$ cat config.mk
export PLATFORM = sky130hd
export DESIGN_NAME = virtual_input_ctrl_flat
export DESIGN_NICKNAME = d
export VERILOG_FILES = /design/src/rtl/virtual_input_ctrl_if.sv /design/src/rtl/virtual_input_ctrl.sv /design/src/flat_wrapper.sv
export SDC_FILE = /design/constraint.sdc
export NUM_CORES = 1
export LEC_CHECK = 0
export BUFFER_PORTS_ARGS = -buffer_cell sky130_fd_sc_hd__buf_4
export CORE_MARGIN = 3
export CORE_UTILIZATION = 37
export CTS_CLUSTER_SIZE = 25
export DETAILED_ROUTE_END_ITERATION = 8
export GPL_TIMING_DRIVEN = 0
export PLACE_DENSITY = 0.61
export SYNTH_ARGS = -nofsm -noshare
export SYNTH_HDL_FRONTEND = slang
export SYNTH_SLANG_ARGS = --single-unit
$ cat constraint.sdc
create_clock -name clk -period 6.4 [get_ports clk]
set_input_delay 1.28 -clock clk [delete_from_list [all_inputs] [get_ports clk]]
set_output_delay 1.28 -clock clk [all_outputs]
set_load 0.05 [all_outputs]
$ cat src/rtl/virtual_input_ctrl_if.sv
// Host-side command bus and virtual pin outputs of the virtual input controller.
// The master drives a command (index, op, strobe) and the slave drives the pins.
interface virtual_input_ctrl_if #(
  parameter int N_BTN  = 4,
  parameter int N_SW   = 18,
  parameter int ADDR_W = 5
);
  logic              control;
  logic [ADDR_W-1:0] number;
  logic [1:0]        op;
  logic [N_BTN-1:0]  buttons;
  logic [N_SW-1:0]   switches;
  logic              busy;
  logic              ack;
  logic              err;

  modport master (
    output control, number, op,
    input  buttons, switches, busy, ack, err
  );

  modport slave (
    input  control, number, op,
    output buttons, switches, busy, ack, err
  );
endinterface

$ cat src/rtl/virtual_input_ctrl.sv
// Decodes host commands (toggle/set/clear/pulse/reset-all) into virtual
// push-buttons (active-low) and slide switches, with a 2-FF strobe synchroniser.
//
// state    | meaning
// ST_IDLE  | no pulse running; commands are decoded normally
// ST_PULSE | a button is held pressed until the down-counter reaches zero
module virtual_input_ctrl #(
  parameter int N_BTN        = 4,
  parameter int N_SW         = 18,
  parameter int ADDR_W       = 5,
  parameter int PULSE_CYCLES = 5000000
) (
  input logic                 clk,
  input logic                 rst_n,
  virtual_input_ctrl_if.slave bus
);
  localparam int                CNT_W    = $clog2(PULSE_CYCLES);
  localparam logic [CNT_W-1:0]  CNT_LOAD = CNT_W'(PULSE_CYCLES - 1);
  localparam logic [ADDR_W-1:0] N_TOT    = ADDR_W'(N_BTN + N_SW);

  localparam logic [1:0] OP_TOGGLE = 2'b00;
  localparam logic [1:0] OP_SET    = 2'b01;
  localparam logic [1:0] OP_CLEAR  = 2'b10;
  localparam logic [1:0] OP_PULSE  = 2'b11;

  typedef enum logic {ST_IDLE, ST_PULSE} state_t;

  state_t            state_q, state_d;
  logic              s1_q, s1_d, s2_q, s2_d, s3_q, s3_d;
  logic [1:0]        warm_q, warm_d;
  logic              arm_q, arm_d;
  logic [N_BTN-1:0]  btn_q, btn_d, pmask_q, pmask_d;
  logic [N_SW-1:0]   sw_q, sw_d;
  logic [CNT_W-1:0]  cnt_q, cnt_d;
  logic              ack_q, ack_d, err_q, err_d;
  logic [N_BTN-1:0]  btn_mask;
  logic [N_SW-1:0]   sw_mask;
  logic              is_all;
  logic              cmd_valid;

  always_ff @(posedge clk or negedge rst_n) begin
    if (!rst_n) begin
      state_q <= ST_IDLE;
      s1_q    <= 1'b0;
      s2_q    <= 1'b0;
      s3_q    <= 1'b0;
      warm_q  <= 2'b00;
      arm_q   <= 1'b0;
      btn_q   <= '1;
      pmask_q <= '0;
      sw_q    <= '0;
      cnt_q   <= '0;
      ack_q   <= 1'b0;
      err_q   <= 1'b0;
    end else begin
      state_q <= state_d;
      s1_q    <= s1_d;
      s2_q    <= s2_d;
      s3_q    <= s3_d;
      warm_q  <= warm_d;
      arm_q   <= arm_d;
      btn_q   <= btn_d;
      pmask_q <= pmask_d;
      sw_q    <= sw_d;
      cnt_q   <= cnt_d;
      ack_q   <= ack_d;
      err_q   <= err_d;
    end
  end

  always_comb begin
    s1_d    = bus.control;
    s2_d    = s1_q;
    s3_d    = s2_q;
    warm_d  = {warm_q[0], 1'b1};
    // Commands are armed only once the synchroniser has seen control low after
    // reset, so a strobe that rose during reset never executes.
    arm_d   = arm_q | (warm_q[1] & ~s2_q);
    state_d = state_q;
    btn_d   = btn_q;
    pmask_d = pmask_q;
    sw_d    = sw_q;
    cnt_d   = cnt_q;
    ack_d   = 1'b0;
    err_d   = 1'b0;

    btn_mask = '0;
    sw_mask  = '0;
    for (int i = 0; i < N_BTN; i++)
      if (bus.number == ADDR_W'(i)) btn_mask[N_BTN-1-i] = 1'b1;
    for (int j = 0; j < N_SW; j++)
      if (bus.number == ADDR_W'(N_BTN + j)) sw_mask[N_SW-1-j] = 1'b1;
    is_all    = (bus.number >= N_TOT);
    cmd_valid = s2_q & ~s3_q & arm_q;

    if (state_q == ST_PULSE) begin
      if (cnt_q == '0) begin
        state_d = ST_IDLE;
        btn_d   = btn_q | pmask_q;
        pmask_d = '0;
      end else begin
        cnt_d = cnt_q - 1'b1;
      end
    end

    // A command landing on the release edge still sees busy and is refused.
    if (cmd_valid) begin
      if (is_all) begin
        state_d = ST_IDLE;
        btn_d   = '1;
        sw_d    = '0;
        pmask_d = '0;
        cnt_d   = '0;
        ack_d   = 1'b1;
      end else if (state_q == ST_PULSE) begin
        err_d = 1'b1;
      end else if (|btn_mask) begin
        ack_d = 1'b1;
        case (bus.op)
          OP_TOGGLE: btn_d = btn_q ^ btn_mask;
          OP_SET:    btn_d = btn_q & ~btn_mask;
          OP_CLEAR:  btn_d = btn_q | btn_mask;
          default: begin
            btn_d   = btn_q & ~btn_mask;
            pmask_d = btn_mask;
            cnt_d   = CNT_LOAD;
            state_d = ST_PULSE;
          end
        endcase
      end else if (bus.op == OP_PULSE) begin
        err_d = 1'b1;
      end else begin
        ack_d = 1'b1;
        case (bus.op)
          OP_TOGGLE: sw_d = sw_q ^ sw_mask;
          OP_SET:    sw_d = sw_q | sw_mask;
          default:   sw_d = sw_q & ~sw_mask;
        endcase
      end
    end
  end

  assign bus.buttons  = btn_q;
  assign bus.switches = sw_q;
  assign bus.busy     = (state_q == ST_PULSE);
  assign bus.ack      = ack_q;
  assign bus.err      = err_q;
endmodule

$ cat src/flat_wrapper.sv
// flat-port wrapper written by rule: the top's interface ports become plain ports
module virtual_input_ctrl_flat 
#(
  parameter int N_BTN        = 4,
  parameter int N_SW         = 18,
  parameter int ADDR_W       = 5,
  parameter int PULSE_CYCLES = 5000000
)
  (clk, rst_n, bus_control, bus_number, bus_op, bus_buttons, bus_switches, bus_busy, bus_ack, bus_err);
  virtual_input_ctrl_if #(.N_BTN(N_BTN), .N_SW(N_SW), .ADDR_W(ADDR_W)) bus_i ();
  input logic clk;
  input logic rst_n;
  input wire logic [$bits(bus_i.control)-1:0] bus_control;
  input wire logic [$bits(bus_i.number)-1:0] bus_number;
  input wire logic [$bits(bus_i.op)-1:0] bus_op;
  output wire logic [$bits(bus_i.buttons)-1:0] bus_buttons;
  output wire logic [$bits(bus_i.switches)-1:0] bus_switches;
  output wire logic [$bits(bus_i.busy)-1:0] bus_busy;
  output wire logic [$bits(bus_i.ack)-1:0] bus_ack;
  output wire logic [$bits(bus_i.err)-1:0] bus_err;
  assign bus_i.control = bus_control;
  assign bus_i.number = bus_number;
  assign bus_i.op = bus_op;
  assign bus_buttons = bus_i.buttons;
  assign bus_switches = bus_i.switches;
  assign bus_busy = bus_i.busy;
  assign bus_ack = bus_i.ack;
  assign bus_err = bus_i.err;
  virtual_input_ctrl #(.N_BTN(N_BTN), .N_SW(N_SW), .ADDR_W(ADDR_W), .PULSE_CYCLES(PULSE_CYCLES)) u_core (.clk(clk), .rst_n(rst_n), .bus(bus_i));
endmodule
# Word level (Yosys, flattened, before mapping)
# Index checks and enable logic that the tools add are counted.
[word_totals]
regBits = 58
latchBits = 0
ram_bits = 0
mem_bits_ro = 0
input_bits = 10
out_inout_bits = 25
mem_count = 0
[classes]
n_addsub = 1
n_mul = 0
n_div = 0
n_lt_le_gt_ge = 1
n_eq_ne = 27
shifts = 0
n_mux = 65
n_bitwise = 15
n_reduce_logical = 6
[ops]
columns = ["operator", "n"]
rows = [
  ["$mux W23", 7],
  ["$mux W18", 4],
  ["$mux W4", 13],
  ["$eq A5 B4 Y1 const B", 8],
  ["$mux W1", 39],
  ["$pmux W18 S2", 1],
  ["$eq A5 B5 Y1 const B", 6],
  ["$logic_not A23 Y1", 1],
  ["$sub A23 B1 Y23 const B", 1],
  ["$eq A5 B3 Y1 const B", 4],
  ["$and A18 B18 Y18", 1],
  ["$not A18 Y18", 1],
  ["$or A18 B18 Y18", 1],
  ["$xor A18 B18 Y18", 1],
  ["$eq A5 B2 Y1 const B", 2],
  ["$or A4 B4 Y4", 2],
  ["$pmux W4 S2", 1],
  ["$eq A5 B1 Y1 const B", 1],
  ["$ge A5 B5 Y1 const B", 1],
  ["$logic_not A5 Y1", 1],
  ["$and A4 B4 Y4", 1],
  ["$eq A2 B2 Y1 const B", 2],
  ["$ne A2 B1 Y1 const B", 2],
  ["$not A4 Y4", 1],
  ["10 further kinds", 13],
]

# Depth between registers and ports, before layout
# Gate-level depths: netlist of run 1.
[depth]
ltp_word = 9
depth_mapped = 9
mapped_depth_nobuf = 8

# Worst setup path before layout of run 1
# OpenSTA, ideal clock, no wires.
[synth_timing]
kind = "input port to flip-flop"
from = "in bus_number[3]"
to = "reg u_core.pmask_q[0]"
arrival_ps = 2793
required_time_ps = 6268
path_slack_ps = 3475
path_stages = 6
n_path_buf = 2
path_cell_list = "clkbuf_1 -> or3_1 -> or4_1 -> clkbuf_1 -> a31oi_1 -> nor2_1"
[synth_via]
elab_chain_len = 7
word_cells_on_any_way = 15
cone_classes = "order compare (1); eq/ne (3); mux (9); reduce/logical (2)"
[synth_lines]
columns = ["item", "line_no", "text"]
rows = [
  ["from (decl)", "flat_wrapper.sv:14", "input wire logic [$bits(bus_i.number)-1:0] bus_number;"],
  ["$eq A5 B2 Y1 (tied with other cells)", "virtual_input_ctrl.sv:90", "if (bus.number == ADDR_W'(i)) btn_mask[N_BTN-1-i] = 1'b1;"],
  ["$mux W1", "virtual_input_ctrl.sv:90", ""],
  ["$reduce_or A4 Y1 or $mux W4 (tied branches)", "virtual_input_ctrl.sv:117, virtual_input_ctrl.sv:119", ""],
  ["$mux W4", "virtual_input_ctrl.sv:117", "end else if (|btn_mask) begin"],
  ["$mux W4", "virtual_input_ctrl.sv:115", "end else if (state_q == ST_PULSE) begin"],
  ["$mux W4 *", "virtual_input_ctrl.sv:108", "if (is_all) begin"],
  ["$mux W4 *", "virtual_input_ctrl.sv:107", "if (cmd_valid) begin"],
  ["net u_core.pmask_d[0]", "virtual_input_ctrl.sv:32", "logic [N_BTN-1:0] btn_q, btn_d, pmask_q, pmask_d;"],
  ["to (signal assigned)", "virtual_input_ctrl.sv:63", "pmask_q <= pmask_d;"],
  ["to (decl)", "virtual_input_ctrl.sv:32", ""],
]
# The timed path passes the listed nets; every way through them passes the cells marked *.
# A chain may end at the register's enable or synchronous reset.

# Worst setup path in the final report of run 1
[layout_timing]
from = "in bus_number[4]"
to = "reg u_core.sw_q[15] (netlist: u_core.bus.switches[15])"
[layout_via]
elab_chain_len = 9
word_cells_on_any_way = 25
cone_classes = "order compare (1); eq/ne (7); mux (10); bitwise (4); reduce/logical (3)"
[layout_lines]
columns = ["item", "line_no", "text"]
rows = [
  ["$eq A5 B3 Y1", "virtual_input_ctrl.sv:92", "if (bus.number == ADDR_W'(N_BTN + j)) sw_mask[N_SW-1-j] = 1'b1;"],
  ["$mux W1", "virtual_input_ctrl.sv:92", ""],
  ["$not A18 Y18", "virtual_input_ctrl.sv:137", "default: sw_d = sw_q & ~sw_mask;"],
  ["$and A18 B18 Y18", "virtual_input_ctrl.sv:137", ""],
  ["$pmux W18 S2", "virtual_input_ctrl.sv:134", "case (bus.op)"],
  ["$mux W18", "virtual_input_ctrl.sv:130", "end else if (bus.op == OP_PULSE) begin"],
  ["$mux W18", "virtual_input_ctrl.sv:117", ""],
  ["$mux W18", "virtual_input_ctrl.sv:115", ""],
  ["$mux W18", "virtual_input_ctrl.sv:108", ""],
  ["to (signal assigned)", "virtual_input_ctrl.sv:64", "sw_q <= sw_d;"],
  ["to (decl)", "virtual_input_ctrl.sv:33", "logic [N_SW-1:0] sw_q, sw_d;"],
]
# Parallel ways exist; a longest one is shown, timed or not. The select of a mux whose other input is x is not followed.

==> flow_summary_export.csv, run 1 <==
group,metric,value,unit
timing,setup_tns,0,ps
cts,post_cts_resized,0,
power,seq_power_share,0.357,
place,place_congestion,0.812,
power,switching_share,0.430,
timing,setup_ws,3370,ps
global_routing,antenna_found_initial,0,
cts,clock_path_buffers,2,
timing,skew,8.70,ps
layout,diodes,0,
die,dieArea,11700,µm²
power,p_comb_frac,0.421,
place,pre_cts_ws,3010,ps
timing,max_freq,0.330,GHz
power,ir_worst_vdd,153,µV
logic_synthesis,postSynthCellCount,438,
logic_synthesis,synth_area,3870,µm²
layout,syn_to_final_growth,15.3,%
layout,final_cells,618,
routing,avgViaCountPerCell,5.43,
timing,finalHoldViolCount,0,
cts,clkTransAtPathRegs,70,ps
layout,layout-drive-gt1-share,0.118,
logic_synthesis,avgSynthCellArea,8.84,µm²
timing,min_period_over_period,0.474,
layout,final_cell_area,4470,µm²
global_routing,grt_pass1_vias,3301,
power,powerDensity,348,nW/µm²
critical_path,cp_num_buf_inv,2,
cts,cts_buffers,9,
logic_synthesis,synth_top_area_share,0.349,
routing,ant_nets,0,
die,ioPinCount,35,
logic_synthesis,synth_edf_count,0,
timing,hold_ws,348,ps
timing,period_minus_slack,3030,ps
cts,cts_setup_buffers,0,
cts,clk-insertion-delay-late,340,ps
routing,wl_per_cell,15.6,µm
routing,first_pass_iters,4,
logic_synthesis,ys_seq_area_frac,0.376,
die,die_h,108,µm
critical_path,start_kind,"input port",
timing,rsz0062_at_grt,"no",
power,p_leak,1.97,nW
logic_synthesis,ys.flop_type,"dfrtp_1",
power,p_switching,0.000668,W
timing,worst_slew_pin_slew,883,ps
critical_path,crit_type,"input port to flip-flop",
routing,drc_errors,0,
logic_synthesis,ys_warn_count,0,
cts,clock_sinks,58,
die,core_area,9950,µm²
logic_synthesis,syn-num-nets,494,
routing,wirelength,9660,µm
power,power_frac_clock,0.222,
power,p_int,0.000885,W
place,io_buffer_count,30,
layout,nets,536,
logic_synthesis,yosys-top-cells-area,"dfrtp_1 35%, ha_1 15%, a21oi_1 4.8%",
place,placed_cell_area,4260,µm²
min_path,hold_path_class,"flip-flop to flip-flop",
cts,cts_tree,"yes",
global_routing,grt_max_degree,59,
critical_path,worstPathMaxFanout,10,
global_routing,grt_pass1_wl,16000,µm
routing,route.vias.total,3355,
die,die_x,108,µm
logic_synthesis,yosysTopAreaCell,"dfrtp_1",
layout,final_common_cell,"dfrtp_1",
critical_path,path_cells,"buf_4 -> clkbuf_1 -> nor3b_1 -> nand2_1 -> ha_1 -> nor2_1 -> a211oi_1 -> a21oi_1 -> o31ai_1",
global_routing,grt.total_usage,0.173,
die,initial_core_util,0.389,
place,dp_hpwl,6780,µm
flow_run,cap_violations,0,
critical_path,required,6630,ps
die,rows,36,
timing,slew_headroom,0.411,
critical_path,max_stage_delay,530,ps
critical_path,worst_ep_arrival_time,3260,ps
logic_synthesis,synth-seq-cells,58,
cts,htree_num_levels,3,
timing,finalSetupViolCount,0,
critical_path,slowest_stage,"nor3b_1",
cts,cts_root_buf,"clkbuf_8",
timing,slew_violations,0,
run_status,run_status,"complete, no violations",
cts,ctsHoldBuffers,0,
critical_path,crit_family,"simple AND/OR/NAND/NOR gates",
global_routing,grt_remaining_overflow,0,
layout,mostFrequentLayoutCells,"54 x dfrtp_1, 48 x nor2_1, 46 x ha_1, 37 x a21oi_1, 36 x nand2_1",
place,dp.cells,601,
logic_synthesis,ys_types,42,
routing,drtIter0Drc,116,
logic_synthesis,ys_async_sr_fraction,1.00,
critical_path,worst_setup_path_end_kind,"flip-flop",
worst register-to-register path, delay by kind of cell (launching register included):
| family | cells | cell delay, ps |
|---|---|---|
| compound gates | 1 | 160 |
| flops | 1 | 460 |
| simple gates | 4 | 2170 |
sequential cells by signal (all words and copies together) (netlist names), 2 cells and up:
signal and cells:
u_core.cnt_q 23, u_core.bus.switches 18, u_core.bus.buttons 4, u_core.warm_q 2, u_core.pmask_q 4
final cells by class:
class	count	area [µm²]
plain buffers	26	98.8
clock buffers	11	141
clock inverters	5	55.1
fillers	960	5490
inverters	34	128
multi-input cells	320	2190
flip-flops and latches	58	1460
well taps	133	166
repair buffers	31	230
cell usage after synthesis (2+ instances only):
library cell   n
nor4_1         6
o31ai_1       21
o21ai_1        2
nand4_1        2
inv_1         34
or3_2          2
clkbuf_1      24
a21oi_1       37
a211oi_1      23
or3_1          4
mux2i_1        9
nor3b_1        3
o211ai_1       3
xor2_1         5
or4_1          5
o21ai_0        5
nor2b_1        4
a31oi_1        7
dfrtp_1       54
and4_1         2
nor3_1         9
a21o_1         2
nand3_1       12
a2111oi_0      4
ha_1          46
dfstp_2        4
nand2_1       36
nor2_1        48
or4_4          2
xnor2_1       11
cells by family (layout without fill, tap and decap cells):
family	count (synthesis)	in the layout	share of synthesized area
mux	10	10	0.0262
simple gates	141	141	0.176
compound gates	106	106	0.177
xor+xnor	16	16	0.0362
other cells	1	1	0.000968
flops	58	58	0.376
buf+inv	60	107	0.0585
fa+ha+maj	46	46	0.149
metal layers:
metal,share of wire,vias up,GRT usage,routed length (µm)
li1,-,1636,-,-
met1,0.45,1633,0.218,4330
met2,0.48,75,0.293,4670
met3,0.053,11,0.0388,513
met4,0.015,0,0.0568,146
met5,0,-,0,0
power groups by stage:
stage	Sequential, W	Combinational, W	Clock [W]
after floorplan	0.000648	0.000382	0
after global placement	0.000554	0.000629	0
after detailed placement	0.000559	0.000649	0
after CTS	0.000554	0.000652	0.000352
after global routing	0.000571	0.000733	0.000369
final	0.000555	0.000654	0.000344
worst paths after layout:
path	depth (start not counted)	slack (ps)	start	end
setup / recovery	9	3370	bus_number[4]	u_core.bus.switches[15]$_DFFE_PN0P_
hold / removal	0	350	u_core.s1_q$_DFF_PN0_	u_core.s2_q$_DFF_PN0_
setup reg to reg	5	3530	u_core.cnt_q[2]$_DFF_PN0_	u_core.cnt_q[22]$_DFF_PN0_
hold reg to reg	0	350	u_core.s1_q$_DFF_PN0_	u_core.s2_q$_DFF_PN0_
max in group asynchronous	1	4870	rst_n	u_core.bus.switches[10]$_DFFE_PN0P_
min in group asynchronous	1	1020	rst_n	u_core.bus.switches[2]$_DFFE_PN0P_
through the flow:
step | total power (W) | utilization
detailed placement | 0.00121 | 0.428
global placement | 0.00118 | 0.428
floorplan | 0.00103 | -
global route | 0.00167 | 0.449
finish | 0.00155 | 0.449
CTS | 0.00156 | 0.448
(Power assumes the default switching activity.)
==> run 2: changes to the inputs <==
- ABC_AREA: default -> 1
- PLACE_DENSITY: 0.61 -> 0.63
- clock period: 6.4 -> 2.5 ns (I/O delays scaled with it)
==> run 2 against run 1 <==
  * Register-to-register slack worse by 2900 ps
  * Final cell count increased by 24%
  * Area after synthesis rose by 9.6%
  * Combinational power rose to 3.5 times the previous value
  * Cell area rose by 13%
  * Critical endpoint is now u_core.bus.buttons[0]$_DFF_PN1_
  * Sequential cell count unchanged
  * Critical path type is now flip-flop to flip-flop
  * Global-route usage is 0.88 points higher
  * Sequential share of layout area shrank 3.7 points
  * Non-clock buffer count decreased by 8
  * Setup slack got worse by 2700 ps
  * Clock power grew to 4.2 times the previous value
==> flow_summary_export.csv, run 2 <==
group,metric,value,unit
critical_path,max_stage_delay,430,ps
logic_synthesis,ys.flop_type,"dfrtp_1",
place,pre_cts_ws,330,ps
power,seq_power_share,0.282,
power,p_total,0.00523,W
flow_run,cap_violations,0,
global_routing,antenna_found_initial,0,
routing,drtIter0Drc,181,
logic_synthesis,postSynthCellCount,578,
layout,nets,679,
global_routing,grt_pass1_vias,3755,
power,p_int,0.00298,W
layout,fill_cells,1127,
timing,max_freq,0.538,GHz
logic_synthesis,synth_area,4250,µm²
die,core_area,11000,µm²
timing,finalHoldViolCount,0,
timing,finalSetupViolCount,0,
global_routing,met2_usage,0.279,
logic_synthesis,synth_commonest_cells,"146 x nand2_1, 88 x inv_1, 62 x nor2_1",
place,io_buffer_count,34,
routing,route.vias.total,3844,
die,dieArea,12800,µm²
die,die_h,113,µm
timing,setup_ws,640,ps
layout,mostFrequentLayoutCells,"146 x nand2_1, 88 x inv_1, 62 x nor2_1, 54 x dfrtp_1, 46 x ha_1",
layout,top_register,"u_core.cnt_q",
layout,final_common_cell,"nand2_1",
logic_synthesis,yosys-top-cells-area,"dfrtp_1 32%, ha_1 14%, nand2_1 13%",
run_status,run_status,"complete, no violations",
power,powerDensity,1040,nW/µm²
layout,largest_reg_flops,23,
power,p_comb_frac,0.439,
critical_path,start_kind,"flip-flop",
cts,post_cts_resized,0,
die,rows,38,
cts,htree_num_levels,3,
logic_synthesis,ys_types,39,
cts,clk-insertion-delay-late,340,ps
critical_path,worstSetupStartpoint,"u_core.cnt_q[8]$_DFF_PN0_",
power,p_leak,2.60,nW
routing,avgViaCountPerCell,5.01,
logic_synthesis,yosysTopAreaCell,"dfrtp_1",
cts,clock_sinks,58,
routing,ant_nets,0,
cts,cts_setup_buffers,0,
timing,slew_headroom,0.487,
layout,final_cells,768,
layout,layout-drive-gt1-share,0.131,
place,place_congestion,0.895,
logic_synthesis,syn-num-nets,634,
global_routing,grt_remaining_overflow,0,
routing,drc_errors,0,
critical_path,worst_ep_arrival_time,2130,ps
logic_synthesis,ys_async_sr_fraction,1.00,
timing,skew,6.94,ps
logic_synthesis,synth_most_common_cell,"nand2_1",
critical_path,worstPathMaxFanout,9,
cts,ctsHoldBuffers,0,
timing,period_minus_slack,1860,ps
timing,slew_violations,0,
logic_synthesis,synth_edf_count,0,
critical_path,worst_setup_path_end_kind,"flip-flop",
timing,hold_ws,248,ps
routing,first_pass_iters,6,
global_routing,grt_util_met3,0.0299,
global_routing,grt.total_usage,0.182,
min_path,hold_path_class,"input port to async pin",
timing,setup_tns,0,ps
cts,clock_path_buffers,2,
layout,diodes,0,
critical_path,crit_type,"flip-flop to flip-flop",
logic_synthesis,avgSynthCellArea,7.34,µm²
place,dp_hpwl,7970,µm
power,switching_share,0.430,
die,initial_core_util,0.385,
cts,cts_buffers,9,
global_routing,use_met1,0.254,
power,ir_worst_vdd,551,µV
logic_synthesis,synth-seq-cells,58,
timing,worst_slew_pin_slew,769,ps
logic_synthesis,ys_seq_area_frac,0.343,
critical_path,cp_common_cell,"nand2_1",
logic_synthesis,synth_top_area_share,0.318,
critical_path,required,2770,ps
global_routing,grt_busiest_layer,"met2",
global_routing,grt_max_degree,59,
timing,min_period_over_period,0.744,
place,dp.cells,752,
critical_path,slowest_stage,"dfrtp_1",
die,die_x,113,µm
routing,wirelength,10800,µm
layout,syn_to_final_growth,18.4,%
timing,rsz0062_at_grt,"no",
cts,clkTransAtPathRegs,60,ps
die,ioPinCount,35,
cts,cts_tree,"yes",
critical_path,rr_startpoint,"u_core.cnt_q[8]$_DFF_PN0_",
global_routing,grt_pass1_wl,18500,µm
power,power_frac_clock,0.279,
cts,cts_root_buf,"clkbuf_16",
critical_path,path_cells,"nor2_1 -> nand2_1 -> nor2_4 -> nand4_1 -> o21ai_0 -> nand2_1 -> nand2_1",
power,p_switching,0.00225,W
routing,wl_per_cell,14.1,µm
logic_synthesis,ys_warn_count,0,
run 2: cell types whose count changed in the layout (fill, tap and decap cells not counted), sizes merged, moves of 15 or more:
cell and change:
o211ai +15, clkbuf -22, nand3 +27, o21ai +23
nor2 +21, a211oi -22, o31ai -21, inv +58
nand2 +113
run 2: cell families after synthesis:
family	count (synthesis)	synth area share
and+or+nand+nor	274	0.289
buffers and inverters	108	0.103
AOI/OAI and AO/OA	88	0.122
DFF	58	0.343
adders and majority gates	46	0.136
xor gates and xnor gates	3	0.00619
other	1	0.000883
run 2: worst max-delay path: cells and delay by family (launching register included):
kind               cells  cell delay (ps)
DFF                    1              430
and+or+nand+nor        6             1100
AOI/OAI and AO/OA      1              280
run 2: through the flow:
stage / instance area [µm²] / util
2_1_floorplan: 4250 / -
3_5_place_dp: 4680 / 0.424
6_report: 5030 / 0.456
4_1_cts: 5030 / 0.456
3_3_place_gp: 4680 / 0.424
5_1_grt: 5030 / 0.456
run 2: layout make-up:
| cell class | instances | area, µm² | share of cell area |
|---|---|---|---|
| buffer | 15 | 87.6 | 0.0174 |
| clock buffer | 10 | 239 | 0.0475 |
| clock inverter | 6 | 114 | 0.0226 |
| inverter | 93 | 352 | 0.0699 |
| multi-input combinational | 412 | 2350 | 0.467 |
| sequential | 58 | 1460 | 0.290 |
| tap | 140 | 175 | 0.0348 |
| timing repair buffer | 34 | 255 | 0.0508 |
run 2: per-layer routing:
layer	wire (µm)	part of all wire
met1	5180	0.48
met5	0	0
met3	458	0.042
met4	162	0.015
met2	5000	0.46
run 2: power by group through the flow:
stage / clock (W) / sequential, W / combinational [W]
2_1_floorplan: 0 / 0.00179 / 0.00138
3_3_place_gp: 0 / 0.00148 / 0.00224
3_5_place_dp: 0 / 0.00149 / 0.00229
4_1_cts: 0.00149 / 0.00148 / 0.00230
5_1_grt: 0.00153 / 0.00152 / 0.00261
6_report: 0.00146 / 0.00148 / 0.00230
run 2: final timing paths:
kind | depth (start not counted) | slack [ps] | end
setup / recovery | 7 | 640 | u_core.bus.buttons[0]$_DFF_PN1_
hold / removal | 1 | 250 | u_core.cnt_q[0]$_DFF_PN0_
setup reg to reg | 7 | 640 | u_core.bus.buttons[0]$_DFF_PN1_
hold reg to reg | 0 | 350 | u_core.warm_q[1]$_DFF_PN0_
max in group asynchronous | 1 | 1750 | u_core.bus.switches[10]$_DFFE_PN0P_
min in group clk | 1 | 270 | u_core.s1_q$_DFF_PN0_
==> run 3: changes to the inputs <==
- PLACE_DENSITY: 0.63 -> 0.61
- clock period: 2.5 -> 1.8 ns (I/O delays scaled with it)
==> run 3 against run 2 <==
  * Worst hold slack got worse by 150 ps
  * Power rose by 36%
  * Clock-buffer cell count grew 3
  * Sequential cell count is the same
  * Non-clock buffer count rose by 4
==> flow_summary_export.csv, run 3 (same netlist as run 2, synthesis figures left out) <==
group,metric,value,unit
critical_path,worstPathMaxFanout,8,
routing,avgViaCountPerCell,5.07,
layout,multiInputGateArea,2390,µm²
routing,route.vias.total,3916,
die,die_h,113,µm
layout,layout-drive-gt1-share,0.152,
run_status,run_status,"complete, no violations",
critical_path,max_stage_delay,290,ps
global_routing,antenna_found_initial,0,
timing,max_freq,0.603,GHz
layout,final_cell_area,5050,µm²
timing,slew_violations,0,
routing,first_pass_iters,4,
cts,clock_sinks,58,
critical_path,path_cells,"buf_4 -> nor2_4 -> inv_1 -> nor2_2 -> nand2_1 -> ha_1 -> nand2_1 -> o211ai_1 -> o211ai_1 -> o21ai_1",
cts,htree_num_levels,3,
layout,mostFrequentLayoutCells,"146 x nand2_1, 87 x inv_1, 53 x nor2_1, 53 x dfrtp_1, 46 x ha_1",
critical_path,crit_type,"input port to flip-flop",
layout,top_register,"u_core.cnt_q",
die,die_x,113,µm
critical_path,rr_startpoint,"u_core.cnt_q[21]$_DFF_PN0_",
layout,post-route-util,0.458,
power,powerDensity,1410,nW/µm²
flow_run,cap_violations,0,
place,io_buffer_count,34,
die,rows,38,
power,p_total,0.00712,W
timing,finalHoldViolCount,0,
layout,fill_cells,1128,
cts,clk-insertion-delay-late,330,ps
layout,final_common_cell,"nand2_1",
timing,finalSetupViolCount,0,
critical_path,slowest_stage,"ha_1",
global_routing,grt_remaining_overflow,0,
critical_path,worst_setup_path_end_kind,"flip-flop",
die,initial_core_util,0.385,
layout,seq_area,1460,µm²
global_routing,grt.total_usage,0.176,
timing,skew,9.16,ps
timing,min_period_over_period,0.921,
cts,cts_tree,"yes",
place,place_congestion,0.919,
critical_path,ff2ff_path_depth,9,
power,ir_worst_vdd,781,µV
layout,largest_reg_flops,23,
global_routing,grt_pass1_vias,3826,
timing,slew_headroom,0.496,
global_routing,grt_pass1_wl,18100,µm
place,placed_cell_area,4680,µm²
critical_path,start_kind,"input port",
cts,cts_root_buf,"clkbuf_16",
critical_path,r2r-end,"u_core.cnt_q[18]$_DFF_PN0_",
cts,cts_buffers,9,
die,core_area,11000,µm²
global_routing,grt_max_degree,59,
routing,wirelength,10600,µm
cts,ctsHoldBuffers,0,
place,dp_hpwl,7720,µm
layout,syn_to_final_growth,19.1,%
timing,hold_ws,99.7,ps
critical_path,required,2010,ps
cts,clock_path_buffers,2,
die,dieArea,12800,µm²
routing,drtIter0Drc,181,
layout,diodes,0,
cts,clkTransAtPathRegs,50,ps
critical_path,worst_ep_arrival_time,1870,ps
timing,worst_slew_pin_slew,756,ps
routing,drc_errors,0,
routing,wl_per_cell,13.7,µm
routing,ant_nets,0,
power,p_leak,2.62,nW
timing,period_minus_slack,1660,ps
min_path,hold_path_class,"input port to async pin",
layout,nets,683,
critical_path,reg2reg_slack,160,ps
timing,setup_tns,0,ps
die,ioPinCount,35,
run 3: cell count changes in the layout (fill, tap and decap cells not counted), sizes merged:
cell	change
clkinvlp	-2
clkbuf	+4
bufinv	-2
buf	+3
clkinv	+1
run 3: repair_timing:
action                     in CTS  in global routing
pin swaps                       1                  3
buffers inserted                1                  3
gates resized for setup         1                 17
setup endpoints to repair      14                 34
run 3: final cells by class:
class	instances	share of cell area
buffer	15	0.0181
clock buffer	13	0.0515
clock inverter	3	0.00792
inverter	93	0.0696
multi-input combinational	412	0.474
sequential	58	0.288
tap	140	0.0347
timing repair buffer	38	0.0564
run 3: report_power, final:
| group | switching [W] | total (W) | internal (W) | leakage (nW) |
|---|---|---|---|---|
| clock network | 0.000589 | 0.00173 | 0.00114 | 0.150 |
| logic | 0.00214 | 0.00331 | 0.00117 | 1.72 |
| registers | 0.000395 | 0.00208 | 0.00169 | 0.744 |
| total | 0.00313 | 0.00712 | 0.00400 | 2.62 |
run 3: per-layer routing:
layer / track usage / part of all wire / routed length [µm] / vias up
li1: - / - / - / 1965
met1: 0.227 / 0.48 / 5070 / 1861
met2: 0.280 / 0.45 / 4800 / 76
met3: 0.0428 / 0.047 / 498 / 14
met4: 0.0793 / 0.020 / 213 / 0
met5: 0 / 0 / 0 / -
run 3: worst max-delay path by stage:
stage / from / end / slack, ps / cells after the start
detailed placement: bus_number[3] / u_core.bus.switches[4]$_DFFE_PN0P_ / -270 / 10
global placement: bus_number[3] / u_core.bus.switches[4]$_DFFE_PN0P_ / -190 / 10
global route: u_core.cnt_q[0]$_DFF_PN0_ / u_core.cnt_q[18]$_DFF_PN0_ / -3 / 10
finish: bus_number[3] / u_core.bus.switches[5]$_DFFE_PN0P_ / 140 / 10
CTS: u_core.cnt_q[8]$_DFF_PN0_ / u_core.cnt_q[18]$_DFF_PN0_ / 2 / 9
floorplan: u_core.bus.busy$_DFF_PN0_ / u_core.cnt_q[7]$_DFF_PN0_ / 160 / 4
run 3: per-stage QoR:
| step | setup slack, ps | std cells |
|---|---|---|
| 4_1_cts | 1.91 | 769 |
| 6_report | 142 | 772 |
| 5_1_grt | -2.77 | 772 |
| 3_3_place_gp | -194 | 752 |
| 3_5_place_dp | -267 | 752 |
| 2_1_floorplan | 159 | 578 |
run 3: worst max-delay path, delay by kind of cell:
family | cells | cell delay, ps
simple gates | 4 | 640
compound gates | 3 | 330
fa+ha+maj | 1 | 290
buf+inv | 2 | 250
